<file path="src/rtl/updown_counter_mod.sv">
// updown_counter_mod: parametrised synchronous up/down counter.
// Generalises the 4-bit load/count/hold counter with configurable width,
// modulus, wrap-or-saturate behaviour and cascade outputs (TC, CO, WRAP).
// Stage k of a multi-digit counter takes NCT = ~(CO of every lower stage),
// and all stages share NUD.
//
// Edge priority: RST > load (NLD=0) > count (NCT=0) > hold.
module updown_counter_mod #(
    parameter int     WIDTH     = 4,
    parameter longint MODULUS   = longint'(1) << WIDTH,
    parameter bit     SATURATE  = 1'b0,
    parameter longint RESET_VAL = 0
) (
    input  logic             CP,
    input  logic             RST,
    input  logic [WIDTH-1:0] D,
    input  logic             NLD,
    input  logic             NCT,
    input  logic             NUD,
    output logic [WIDTH-1:0] Q,
    output logic             TC,
    output logic             CO,
    output logic             WRAP
);

    // Parameter legality, caught at elaboration rather than as odd behaviour.
    generate
        if (WIDTH < 1 || WIDTH > 32) begin : g_bad_width
            $error("updown_counter_mod: WIDTH must be in 1..32");
        end
        if (MODULUS < 2 || MODULUS > (longint'(1) << WIDTH)) begin : g_bad_modulus
            $error("updown_counter_mod: MODULUS must be in 2..2**WIDTH");
        end
        if (RESET_VAL < 0 || RESET_VAL >= MODULUS) begin : g_bad_reset_val
            $error("updown_counter_mod: RESET_VAL must be < MODULUS");
        end
    endgenerate

    // Range ends and constants, all held at WIDTH bits so the step
    // arithmetic never needs a wider intermediate.
    localparam logic [WIDTH-1:0] max_val = WIDTH'(MODULUS - 1);
    localparam logic [WIDTH-1:0] rst_val = WIDTH'(RESET_VAL);
    localparam logic [WIDTH-1:0] one     = WIDTH'(1);

    logic [WIDTH-1:0] q_r;
    logic             wrap_r;
    logic [WIDTH-1:0] q_next;
    logic             wrap_next;
    logic             at_top;
    logic             at_bot;

    assign at_top = (q_r == max_val);
    assign at_bot = (q_r == '0);

    // Next-state selection for load / count / hold. D is only routed to
    // q_next in the load branch, so an unknown D cannot leak while NLD=1.
    always_comb begin
        q_next    = q_r;
        wrap_next = 1'b0;
        if (!NLD) begin
            // Out-of-range load data clamps to the top of the range.
            q_next = (D > max_val) ? max_val : D;
        end else if (!NCT) begin
            if (!NUD) begin
                if (at_top) begin
                    wrap_next = 1'b1;
                    q_next    = SATURATE ? q_r : '0;
                end else begin
                    q_next = q_r + one;
                end
            end else begin
                if (at_bot) begin
                    wrap_next = 1'b1;
                    q_next    = SATURATE ? q_r : max_val;
                end else begin
                    q_next = q_r - one;
                end
            end
        end
    end

    // Count register and wrap pulse; reset aborts any step on the same edge.
    always_ff @(posedge CP) begin
        if (RST) begin
            q_r    <= rst_val;
            wrap_r <= 1'b0;
        end else begin
            q_r    <= q_next;
            wrap_r <= wrap_next;
        end
    end

    // Terminal count tracks Q and the current direction with no register;
    // CO additionally requires this stage to be enabled.
    always_comb begin
        TC = NUD ? at_bot : at_top;
        CO = TC & ~NCT;
    end

    assign Q    = q_r;
    assign WRAP = wrap_r;

endmodule

</file>
<file path="config.mk">
export PLATFORM = sky130hd
export DESIGN_NAME = updown_counter_mod
export DESIGN_NICKNAME = d
export VERILOG_FILES = /design/src/rtl/updown_counter_mod.sv
export SDC_FILE = /design/constraint.sdc
export NUM_CORES = 1
export LEC_CHECK = 0
export ABC_CLOCK_PERIOD_IN_PS = 2500
export CAP_MARGIN = 15
export CORE_AREA = 4 4 41 43
export DETAILED_ROUTE_END_ITERATION = 10
export DIE_AREA = 0 0 45 47
export GPL_TIMING_DRIVEN = 0
export HOLD_SLACK_MARGIN = 0.15
export PLACE_DENSITY = 0.58
export SLEW_MARGIN = 30
export SYNTH_ARGS = -nofsm -noshare
export SYNTH_HDL_FRONTEND = slang
export SYNTH_SLANG_ARGS = --single-unit
</file>
<file path="constraint.sdc">
create_clock -name CP -period 2.5 [get_ports CP]
set_clock_uncertainty 0.05 [all_clocks]
set_input_delay 0.375 -clock CP [delete_from_list [all_inputs] [get_ports CP]]
set_output_delay 0.375 -clock CP [all_outputs]
set_load 0.05 [all_outputs]
</file>
==> results.py <==
metrics = {
    "worst_setup_path": {
        "r2r_start": "Q[1]",
        "critPathKind": "input pin to primary output",
        "crit_chain": "clkdlybuf4s50_1 > and3b_2 > a21oi_1 > inv_1 > dlygate4sd2_1",
        "crit_fanout": 6,
        "required_ns": 2.08,
        "r2r_slack_ns": 1.03,
        "startpoint": "NUD",
        "cp-start-kind": "input pin",
        "critical_path_arrival_ns": 1.94,
        "cp-end-kind": "primary output",
        "cp_slowest_cell": "clkdlybuf4s50_1",
        "slowest_delay_ns": 0.61,
    },
    "pwr": {
        "ir_drop_uv": 173,
        "leakagePower_nw": 0.226,
        "pwr_density_cell_mw_per_mm2": 540,
        "combPwrFrac": 0.330,
        "switching_share": 0.353,
        "seqPwrFrac": 0.333,
        "clockPowerShare": 0.337,
        "p_int_mw": 0.188,
        "p_switching_mw": 0.103,
    },
    "run": {
        "max_cap_violations": 0,
    },
    "synth": {
        "synthesis.nets": 56,
        "ys_warn_count": 0,
        "synthDominantCellAreaShare": 0.280,
        "yosysUniqueCellTypes": 23,
        "avgSynthCellArea_sq_um": 7.95,
        "ys_seq_area_frac": 0.280,
        "ys_seq_elements": 5,
        "synth_top_area_cell": "dfxtp_1",
        "mappedNetlistArea_sq_um": 358,
        "synth_top_cells_by_area": "dfxtp_1, ha_1, mux2i_1, o21ai_0, nor2_1",
        "syn_inst": 45,
    },
    "floorplan": {
        "rows": 13,
        "start_util": 0.275,
        "io_pins": 16,
        "dieArea_sq_mm": 0.00212,
        "die_y_um": 47,
        "fp.dieW_um": 45,
        "core-area_sq_mm": 0.00130,
    },
    "detailed_routing": {
        "wl_um": 850,
        "first_iter_violations": 3,
        "drcViolationCount": 0,
        "drt_first_pass_iters": 4,
        "wl_per_cell_um": 10.9,
        "num_vias": 385,
        "final_antenna_net_count": 0,
        "vias_per_cell": 4.94,
    },
    "run_status": {
        "outcome": "finished, final reports clean",
    },
    "sta": {
        "finalSetupViolations": 0,
        "tns_ns": 0,
        "fmax_mhz": 424,
        "post-route-min-period_ns": 2.36,
        "tightestPinTransition_ns": 0.492,
        "rsz0062_at_grt": "no",
        "slew_headroom": 0.671,
        "fin_crit_sh": 0.944,
        "finalHoldViolCount": 0,
        "holdWs_ns": 0.474,
        "maxSlewViolCount": 0,
    },
    "global_route": {
        "grt_pass1_wl_um": 1440,
        "grt_antenna_before_repair": 0,
        "overflow": 0,
        "grt_pass1_vias": 335,
        "grt_use_total": 0.0979,
        "grt_max_degree": 10,
    },
    "cts": {
        "cts_setup_buffers": 0,
        "clk-insertion-delay-late_ns": 0.25,
        "clock_sinks": 5,
        "cts_root_buffer": "clkbuf_4",
        "cts_max_path_buffers": 2,
        "htreeDepth": 1,
        "cts_buffers": 3,
        "clkTransAtPathRegs_ns": 0.05,
        "cts_tree": "yes",
    },
    "worst_hold_path": {
        "holdCritStartpoint": "NLD",
        "hp-class": "input pin to flip-flop",
    },
    "cells_and_area": {
        "final_cells": 78,
        "areaGrowthSynthToFinish_pct": 50.3,
        "layout_common_cells": "clkdlybuf4s50_1, nor2_1, dfxtp_1, inv_1, o21ai_0",
        "nNetsFinal": 75,
        "fillers": 149,
        "layout_commonest_cell": "clkdlybuf4s50_1",
        "drive_gt1_frac": 0.111,
        "diodes": 0,
    },
    "place": {
        "dp_cells": 74,
        "gp_congestion": 0.716,
        "port_buffers": 14,
        "hpwl_um": 655,
    },
}
layer usage:
metal	GRT usage	share of wire	vias up
met5	0	0	-
met1	0.127	0.50	166
met2	0.121	0.38	16
met3	0.0498	0.10	2
li1	-	-	201
met4	0.0702	0.012	0
registers in the layout (all words and copies together), names as in the netlist:
signal and cells:
WRAP 1, Q 4
path summary, 6_finish.rpt:
check,endpoint,cells after the start
worst max-delay path,TC,5
worst min-delay path,Q[0],3
worst max register to register,Q[2],4
worst min register to register,Q[2],2
cell families after synthesis:
family / after synthesis / synth area share
AOI/OAI and AO/OA: 15 / 0.287
xor gates and xnor gates: 1 / 0.0245
adders and majority gates: 2 / 0.0699
DFF: 5 / 0.280
buffers and inverters: 5 / 0.0524
and+or+nand+nor: 15 / 0.231
muxes: 2 / 0.0559
synthesized netlist by cell type, drive strengths merged:
cell type  count
o32ai          1
nor2           5
xnor2          1
nor2b          1
nand3b         2
o21ai          4
nand2          3
a21oi          3
a21o           1
a211oi         1
nor4b          1
clkbuf         1
inv            4
or3            1
o221ai         1
o31a           1
a21boi         1
dfxtp          5
ha             2
mux2i          2
a311oi         2
nand2b         1
and3b          1
per-stage QoR:
stage	area (sq um)	util	worst slack, ns	total power [mW]
after floorplan	358	-	0.113	0.159
after global placement	517	0.397	-0.166	0.196
after detailed placement	517	0.397	-0.151	0.196
after CTS	541	0.415	0.125	0.295
after global routing	538	0.413	0.0181	0.313
final	538	0.413	0.139	0.290
final cells by class:
type / count / area [sq um] / area share
clock buffers: 4 / 26.3 / 0.0488
inverters: 4 / 15.0 / 0.0279
plain buffers: 1 / 3.75 / 0.00698
repair buffers: 14 / 134 / 0.249
flip-flops and latches: 5 / 101 / 0.188
well taps: 15 / 18.8 / 0.0349
multi-input cells: 35 / 239 / 0.444
timing repair:
item	CTS	global route
hold endpoints to repair	0	0
endpoints found under the setup margin	2	2
cloned	0	0
resized for setup	2	3
hold buffers	0	0
power groups by stage:
stage / Combinational, mW / Sequential, mW / Clock (mW)
floorplan: 0.0440 / 0.115 / 0
global placement: 0.0984 / 0.0981 / 0
detailed placement: 0.0981 / 0.0981 / 0
CTS: 0.0966 / 0.0966 / 0.102
global route: 0.104 / 0.0988 / 0.111
finish: 0.0959 / 0.0967 / 0.0979
worst max-delay path, delay by kind of cell:
family | cells | cell delay, ns
AOI/OAI and AO/OA | 1 | 0.23
and+or+nand+nor | 1 | 0.25
buffers and inverters | 3 | 1.09
(Power assumes the default switching activity.)
